$ cat config.mk
export PLATFORM = sky130hd
export DESIGN_NAME = arm_multicycle_mainfsm
export DESIGN_NICKNAME = d
export VERILOG_FILES = /design/src/rtl/arm_multicycle_mainfsm.sv
export SDC_FILE = /design/constraint.sdc
export NUM_CORES = 1
export LEC_CHECK = 0
export BUFFER_PORTS_ARGS = -buffer_cell sky130_fd_sc_hd__buf_4
export CORE_MARGIN = 10
export CORE_UTILIZATION = 44
export DETAILED_ROUTE_END_ITERATION = 12
export PLACE_DENSITY = 0.84
export SETUP_SLACK_MARGIN = 0.15
export SYNTH_ARGS = -nofsm -noshare
export SYNTH_HDL_FRONTEND = slang
export SYNTH_SLANG_ARGS = --single-unit
export TNS_END_PERCENT = 100
$ cat constraint.sdc
create_clock -name clk -period 1.4 [get_ports clk]
set_clock_uncertainty 0.1 [all_clocks]
set_input_delay 0.07 -clock clk [delete_from_list [all_inputs] [get_ports clk]]
set_output_delay 0.07 -clock clk [all_outputs]
set_load 0.01 [all_outputs]
$ cat src/rtl/arm_multicycle_mainfsm.sv
// Main control FSM for the multicycle ARM core: sequences fetch, decode, execute,
// memory and writeback over the shared ALU, memory port and register file.
//
// state    | meaning
// FETCH    | read instruction at PC, PC <= PC+4
// DECODE   | read registers, pick instruction class
// MEMADR   | compute load/store address
// MEMRD    | read data memory
// MEMWB    | write loaded data to register file
// MEMWR    | write data memory
// EXECUTER | ALU op, register operand
// EXECUTEI | ALU op, immediate operand
// ALUWB    | write ALU result to register file
// BRANCH   | compute branch target
// UNKNOWN  | unsupported opcode, all controls idle
module arm_multicycle_mainfsm #(
    parameter bit UNKNOWN_HALT = 1'b0
) (
    input  logic       clk,
    input  logic       reset,
    input  logic [1:0] Op,
    input  logic [5:0] Funct,
    output logic       IRWrite,
    output logic       AdrSrc,
    output logic [1:0] ALUSrcA,
    output logic [1:0] ALUSrcB,
    output logic [1:0] ResultSrc,
    output logic       NextPC,
    output logic       RegW,
    output logic       MemW,
    output logic       Branch,
    output logic       ALUOp,
    output logic [3:0] State
);

    typedef enum logic [3:0] {
        FETCH    = 4'd0,
        DECODE   = 4'd1,
        MEMADR   = 4'd2,
        MEMRD    = 4'd3,
        MEMWB    = 4'd4,
        MEMWR    = 4'd5,
        EXECUTER = 4'd6,
        EXECUTEI = 4'd7,
        ALUWB    = 4'd8,
        BRANCH   = 4'd9,
        UNKNOWN  = 4'd10
    } state_t;

    typedef struct packed {
        logic       irwrite;
        logic       adrsrc;
        logic [1:0] alusrca;
        logic [1:0] alusrcb;
        logic [1:0] resultsrc;
        logic       nextpc;
        logic       regw;
        logic       memw;
        logic       branch;
        logic       aluop;
    } ctrl_t;

    state_t state;
    state_t state_nxt;
    ctrl_t  ctrl;

    // Only the I bit and the S/L bit steer the sequence.
    logic unused_funct;
    assign unused_funct = ^Funct[4:1];

    function automatic ctrl_t ctrl_of(input state_t s);
        ctrl_t c;
        c = '0;
        case (s)
            FETCH: begin
                c.irwrite   = 1'b1;
                c.alusrca   = 2'b01;
                c.alusrcb   = 2'b10;
                c.resultsrc = 2'b10;
                c.nextpc    = 1'b1;
            end
            DECODE: begin
                c.alusrca   = 2'b01;
                c.alusrcb   = 2'b10;
                c.resultsrc = 2'b10;
            end
            MEMADR: begin
                c.alusrcb   = 2'b01;
            end
            MEMRD: begin
                c.adrsrc    = 1'b1;
            end
            MEMWB: begin
                c.resultsrc = 2'b01;
                c.regw      = 1'b1;
            end
            MEMWR: begin
                c.adrsrc    = 1'b1;
                c.memw      = 1'b1;
            end
            EXECUTER: begin
                c.aluop     = 1'b1;
            end
            EXECUTEI: begin
                c.alusrcb   = 2'b01;
                c.aluop     = 1'b1;
            end
            ALUWB: begin
                c.regw      = 1'b1;
            end
            BRANCH: begin
                c.alusrca   = 2'b10;
                c.alusrcb   = 2'b01;
                c.resultsrc = 2'b10;
                c.branch    = 1'b1;
            end
            default: c = '0;
        endcase
        return c;
    endfunction

    always_comb begin
        state_nxt = FETCH;
        case (state)
            FETCH:  state_nxt = DECODE;
            DECODE: begin
                case (Op)
                    2'b00:   state_nxt = Funct[5] ? EXECUTEI : EXECUTER;
                    2'b01:   state_nxt = MEMADR;
                    2'b10:   state_nxt = BRANCH;
                    default: state_nxt = UNKNOWN;
                endcase
            end
            MEMADR:   state_nxt = Funct[0] ? MEMRD : MEMWR;
            MEMRD:    state_nxt = MEMWB;
            EXECUTER: state_nxt = ALUWB;
            EXECUTEI: state_nxt = ALUWB;
            UNKNOWN:  state_nxt = UNKNOWN_HALT ? UNKNOWN : FETCH;
            default:  state_nxt = FETCH;
        endcase
    end

    // Outputs are registered from the next state so they stay a pure function of State.
    always_ff @(posedge clk or negedge reset) begin
        if (!reset) begin
            state <= FETCH;
            ctrl  <= ctrl_of(FETCH);
        end else begin
            state <= state_nxt;
            ctrl  <= ctrl_of(state_nxt);
        end
    end

    assign IRWrite   = ctrl.irwrite;
    assign AdrSrc    = ctrl.adrsrc;
    assign ALUSrcA   = ctrl.alusrca;
    assign ALUSrcB   = ctrl.alusrcb;
    assign ResultSrc = ctrl.resultsrc;
    assign NextPC    = ctrl.nextpc;
    assign RegW      = ctrl.regw;
    assign MemW      = ctrl.memw;
    assign Branch    = ctrl.branch;
    assign ALUOp     = ctrl.aluop;
    assign State     = state;

endmodule

==> key figures, run 1 <==
Run status
  – Status: completed

Placed design
  – Port Buffers: 22
  – Placer congestion estimate: 0.809
  – Post-detail-place hpwl: 1090 µm
  – Placed cell count: 90

Yosys
  – Post-Syn Nets: 65
  – Synthesized area: 614 µm²
  – Post-synth ARST share: 100%
  – Synth area leader: dfrtp_1
  – Post-Synthesis Cells: 55
  – Synth top area share: 44.8%
  – Count of cell types in the netlist: 24
  – Synth top area cells: dfrtp_1 (45%), dfstp_2 (17%), nor2_1 (5.5%), a21o_2 (4.3%), nand2b_1 (3.1%)
  – Warnings, synthesis: 0
  – Avg Inst Size Synth: 11.2 µm²
  – Top_reg_cell synth: dfrtp_1
  – Most frequent cells after synthesis: dfrtp_1 (11), nor2_1 (9), dfstp_2 (4)
  – #FFs+latches synth: 15
  – Share of the yosys chip area belonging to registers: 61.9%
  – Post-synth EDFFs: 0
  – Most common cell in the netlist: dfrtp_1

GRT
  – GRT Util Overall: 9.68%
  – First-pass GRT wire length: 2500 µm
  – Total grt overflow: 0
  – Largest net degree at the start of global routing: 16
  – Number of global-route vias before repair: 550
  – Initial antenna violation count: 0

Die
  – Core area: 1300 µm²
  – Die H: 57.4 µm
  – Die X: 57.4 µm
  – Ports: 27
  – Starting Density: 47.2%
  – Die area: 3290 µm²
  – Cell row count: 13

Hold path
  – Worst Hold Class: input port to register

Power
  – Switching power: 0.000801 W
  – Clock power frac: 11.0%
  – Tot Pwr: 0.00221 W
  – Sw Ratio: 36.2%
  – Pwr dens: 2380 nW/µm²
  – Reg power frac: 34.3%
  – Leak: 0.485 nW
  – Gate power share: 54.6%
  – Maximum vdd drop: 0.00128 V
  – Internal Power: 0.00141 W

Setup path
  – Setup slack, reg-to-reg: 0.07 ns
  – CP Buf/Inv Count: 1
  – CP Class: register to register
  – CP delay by family, top: flip-flops
  – Worst setup SP type: register
  – Endpoint class of the critical path: register
  – Crit Path Max Fanout: 7
  – Crit path DAT: 1.44 ns
  – Slowest cell delay on critical path: 0.47 ns
  – CP cell instances: nand4bb_1 -> a21o_1 -> buf_6 -> o21bai_1
  – CP max stage cell: dfrtp_2
  – Worst EP required: 1.51 ns

Drt
  – 1st-pass router iterations: 4
  – WL/cell: 15.2 µm
  – Vias: 529
  – Initial drt markers: 1
  – # DRC: 0
  – DR vias/cell: 5.04
  – Drt total wl: 1600 µm
  – Number of routed nets with antenna violations: 0

Clocking
  – Num CTS Buffers: 3
  – Clk buf depth: 2
  – Root Buffer: clkbuf_4
  – Htree depth: 1
  – Clk_lat worst skew: 0.28 ns
  – Clock-pin slew on the worst setup and hold paths: 0.09 ns
  – Sink Count: 15
  – CTS tree: yes

Cells and area
  – Antenna Cells: 0
  – Area grow syn2layout: 51.7%
  – Share of layout cells above drive strength 1: 57.8%
  – Final net count: 101
  – Final Non-Filler Cells: 105

Timing
  – Worst-margin pin slew: 0.228 ns
  – RSZ-0062 raised after global routing: yes
  – F_max: 0.753 GHz
  – Slew HR: 84.7%
  – Period utilization: 94.9%
  – Final setup fails: 0
  – Endpoints failing hold: 0
  – Max-slew violation count: 0
  – Min Tclk post-route: 1.33 ns

Job
  – Max Cap Viol: 0
## per-layer routing
layer	vias to the layer above	part of all wire [%]	GRT usage (%)	wire length (µm)
met4	0	0	4.03	0
met1	260	38	9.39	603
li1	251	-	-	-
met3	0	6.9	5.09	110
met5	-	0	0	0
met2	18	55	16.7	888
## layout make-up
cell class                 instances  area, µm²
sequential                        15        384
fill                              97        369
timing repair buffer              34        270
multi-input combinational         34        220
clock buffer                       3       22.5
tap                               15       18.8
inverter                           3       11.3
clock inverter                     1       5.00
## state kept, by name, indices dropped and copies added, names as in the netlist
| signal | flops |
|---|---|
| ALUSrcA | 2 |
| NextPC | 1 |
| State | 4 |
| ResultSrc | 2 |
| ALUSrcB | 2 |
| ALUOp | 1 |
| MemW | 1 |
| RegW | 1 |
| AdrSrc | 1 |
## path summary, 6_finish.rpt
check / depth (start not counted) / end / start
max: 4 / ResultSrc[1] / State[1]
min: 4 / ALUOp / Op[0]
max reg2reg: 4 / ResultSrc[1] / State[1]
min reg2reg: 2 / State[2] / State[2]
max in group asynchronous: 2 / ResultSrc[1] / reset
min in group asynchronous: 2 / ALUSrcB[0] / reset
## per-stage QoR
stage	hold slack (ns)	cell area, µm²	utilization, %	setup TNS, ns	setup WS, ns
after detailed placement	-0.169	798	61.3	0	0.0912
after global placement	-0.173	798	61.3	0	0.105
after CTS	-0.132	907	69.7	0	0.117
after floorplan	-0.326	627	-	0	0.115
after global routing	0.0231	932	71.6	-0.00384	-0.00384
final	0.0212	932	71.6	0	0.0712
## cell families (layout without fill, tap and decap cells)
logic type             Yosys count  in the layout  synth area share (%)
DFF                             15             15                  61.9
AOI/OAI and AO/OA               11             11                  14.3
buffers and inverters            6             41                  5.09
and+or+nand+nor                 23             23                  18.7
## what timing repair did
item | CTS | global route
setup endpoints to repair | 3 | 7
hold buffers | 2 | 1
endpoints found under the hold margin | 17 | 1
resized for setup | 2 | 4
pin swaps | 2 | 3
buffers inserted | 8 | 0
## worst register-to-register path, cell delays in order (launching register included)
cell       delay [ns]
dfrtp_2          0.47
nand4bb_1        0.23
a21o_1           0.21
buf_6            0.13
o21bai_1         0.13
## cell usage in the layout, fill, tap and decap left out, drive strengths merged
cell type	instances
a211o	1
a21o	4
a21oi	1
a22oi	1
and3	1
buf	31
clkbuf	3
clkinv	1
dfrtp	11
dfstp	4
dlygate4sd3	3
inv	3
nand2	3
nand2b	3
nand3	2
nand4bb	1
nor2	9
nor3	2
o21ai	1
o21bai	1
o22ai	1
o31ai	1
or2	2
## power groups by stage
stage | logic [W] | clock network [W] | registers, W
2_1_floorplan | 0.000486 | 0 | 0.000859
3_3_place_gp | 0.000951 | 0 | 0.000778
3_5_place_dp | 0.000980 | 0 | 0.000786
4_1_cts | 0.00117 | 0.000246 | 0.000747
5_1_grt | 0.00132 | 0.000276 | 0.000784
6_report | 0.00121 | 0.000244 | 0.000761
No activity file was read; power rests on OpenSTA's default activity.
==> run 2: changes to the inputs <==
- ABC_AREA: not set -> 1
- PLACE_DENSITY: 0.84 -> 0.83
==> run 2 against run 1 <==
  * Cell area grew 4.0%
  * Final cell count is 16% higher
  * Synthesized area increased by 4.3%
  * Via count is 8.7% higher
  * Maximum frequency up 5.7%
  * Non-clock buffer count down 2
  * Synthesized cell count up 33%
==> key figures, run 2 <==
Setup path
  – Crit path DAT: 1.34 ns
  – Worst setup SP type: register
  – Crit. Startpoint: State[3]
  – CP max stage cell: dfrtp_2
  – Worst EP required: 1.48 ns
  – CP delay by family, top: simple AND/OR/NAND/NOR gates
  – CP Buf/Inv Count: 1
  – Slowest cell delay on critical path: 0.46 ns
  – CP Class: register to register
  – Setup slack, reg-to-reg: 0.14 ns
  – Crit Path Max Fanout: 5
  – CP cell instances: inv_2 -> nand2_1 -> nor2_1 -> nand2_1 -> nand2_1 -> nor2_1 -> nand2_1 -> nand2_1
  – Reg-to-Reg Start: State[3]
  – Most used cell, CP: nand2_1
  – Endpoint class of the critical path: register

Drt
  – Initial drt markers: 19
  – # DRC: 0
  – Vias: 575
  – DR vias/cell: 4.71
  – Drt total wl: 1640 µm
  – Number of routed nets with antenna violations: 0
  – 1st-pass router iterations: 4
  – WL/cell: 13.5 µm

Clocking
  – Htree depth: 1
  – Clk buf depth: 2
  – Clock-pin slew on the worst setup and hold paths: 0.09 ns
  – Root Buffer: clkbuf_4
  – Clk_lat worst skew: 0.29 ns
  – Num CTS Buffers: 3
  – CTS tree: yes
  – Sink Count: 15

Cells and area
  – Share of layout cells above drive strength 1: 50.5%
  – Final net count: 118
  – Max FFs per register: 4
  – Commonest cells after routing, fill and taps aside: buf_4 (27), nand2_1 (17), inv_1 (12), dfrtp_1 (8), nor2_1 (5)
  – Antenna Cells: 0
  – Area grow syn2layout: 51.4%
  – Final core occ: 72.7%
  – Commonest non-fill, non-tap cell in the layout: buf_4
  – Final Non-Filler Cells: 122

GRT
  – Largest net degree at the start of global routing: 16
  – Total grt overflow: 0
  – Number of global-route vias before repair: 561
  – GRT Util Overall: 8.94%
  – First-pass GRT wire length: 2420 µm
  – Initial antenna violation count: 0

Power
  – Leak: 0.565 nW
  – Pwr dens: 2290 nW/µm²
  – Maximum vdd drop: 0.00137 V

Yosys
  – Post-synth EDFFs: 0
  – Most common cell in the netlist: nand2_1
  – Post-synth ARST share: 100%
  – Post-Syn Nets: 83
  – Avg Inst Size Synth: 8.78 µm²
  – Top_reg_cell synth: dfrtp_1
  – Count of cell types in the netlist: 15
  – Synthesized area: 641 µm²
  – Share of the yosys chip area belonging to registers: 59.4%
  – Warnings, synthesis: 0
  – Most frequent cells after synthesis: nand2_1 (17), inv_1 (15), dfrtp_1 (11)
  – #FFs+latches synth: 15
  – Synth top area share: 43.0%
  – Synth top area cells: dfrtp_1 (43%), dfstp_2 (16%), nand2_1 (10%), inv_1 (8.8%), nand3_1 (4.7%)
  – Post-Synthesis Cells: 73
  – Synth area leader: dfrtp_1

Timing
  – Worst-margin pin slew: 0.218 ns
  – Max-slew violation count: 0
  – Final hold slack: 0.0191 ns
  – Min Tclk post-route: 1.26 ns
  – Period utilization: 89.8%
  – RSZ-0062 raised after global routing: yes
  – Final setup fails: 0
  – F_max: 0.795 GHz
  – Endpoints failing hold: 0
  – Slew HR: 85.3%
  – Worst Setup Slack, final: 0.142 ns
  – Setup TNS Final: 0 ns

Die
  – Die X: 58.2 µm
  – Die H: 58.2 µm
  – Ports: 27
  – Die area: 3380 µm²
  – Cell row count: 13
  – Core area: 1330 µm²
  – Starting Density: 48.0%

Job
  – Max Cap Viol: 0

Placed design
  – Post-detail-place hpwl: 1120 µm
  – DP Worst Slack: 0.0471 ns
  – Placed cell count: 108
  – Placer congestion estimate: 0.822
  – Port Buffers: 22

Hold path
  – Worst Hold Class: input port to register
  – Startpoint of the worst hold path: Funct[5]

Run status
  – Status: completed
==> run 2: cell types whose count changed in the layout (fill, tap and decap cells not counted), moves of 3 or more <==
| cell | before | now |
|---|---|---|
| a21o_2 | 3 | 0 |
| inv_1 | 2 | 12 |
| nand2_1 | 3 | 17 |
| nand3_2 | 0 | 4 |
| nor2_1 | 8 | 5 |
==> run 2: path summary, 6_finish.rpt <==
| check | depth (start not counted) | to |
|---|---|---|
| min | 5 | ALUSrcB[0] |
| max | 8 | ALUSrcB[0] |
| max in group asynchronous | 2 | ALUSrcA[0] |
| max reg2reg | 8 | ALUSrcB[0] |
| min reg2reg | 1 | RegW |
| min in group asynchronous | 2 | State[3] |
==> run 2: what timing repair did <==
action                                 CTS  global route
cloned                                   0             0
pin swaps                                1             2
hold buffers                             4             0
setup endpoints to repair                4             6
buffers inserted                         2             4
resized for setup                        5            11
endpoints found under the hold margin   20             0
==> run 2: cell type report <==
| cell class | count | area, µm² |
|---|---|---|
| Sequential cell | 15 | 384 |
| Fill cell | 99 | 364 |
| Timing Repair Buffer | 32 | 254 |
| Multi-Input combinational cell | 40 | 223 |
| Inverter | 16 | 62.6 |
| Clock buffer | 3 | 22.5 |
| Tap cell | 15 | 18.8 |
| Clock inverter | 1 | 5.00 |
==> run 2: power by group <==
part	internal (W)	switching, W	total, W	leakage, nW
sequential	0.000651	0.000137	0.000788	0.185
clock	0.000106	0.000138	0.000244	0.0177
combinational	0.000546	0.000644	0.00119	0.362
==> run 2: routing by layer <==
| layer | GRT usage (%) | up-vias | part of all wire, % |
|---|---|---|---|
| met5 | 0 | - | 0 |
| met4 | 4.03 | 0 | 1.9 |
| met3 | 4.79 | 5 | 9.3 |
| met2 | 14.9 | 22 | 52 |
| met1 | 9.01 | 257 | 36 |
| li1 | - | 291 | - |
==> run 2: logic make-up (layout without fill, tap and decap cells) <==
logic type             Yosys count  count (layout)  synth area share [%]
flip-flops                      15              15                  59.4
AO/OA/AOI/OAI                    3               3                  2.73
AND/OR/NAND/NOR                 37              37                  26.2
buffers and inverters           18              52                  11.7
==> run 2: worst reg2reg max path, delay by kind of cell, from the launching register on <==
| kind | cells | cell delay, ns |
|---|---|---|
| simple gates | 7 | 0.50 |
| buf+inv | 1 | 0.08 |
| flops | 1 | 0.46 |
==> run 2: through the flow <==
step           instance area, µm²  power, W
6_report                      970   0.00222
2_1_floorplan                 641   0.00132
3_5_place_dp                  810   0.00173
3_3_place_gp                  810   0.00169
5_1_grt                       970   0.00239
4_1_cts                       910   0.00206
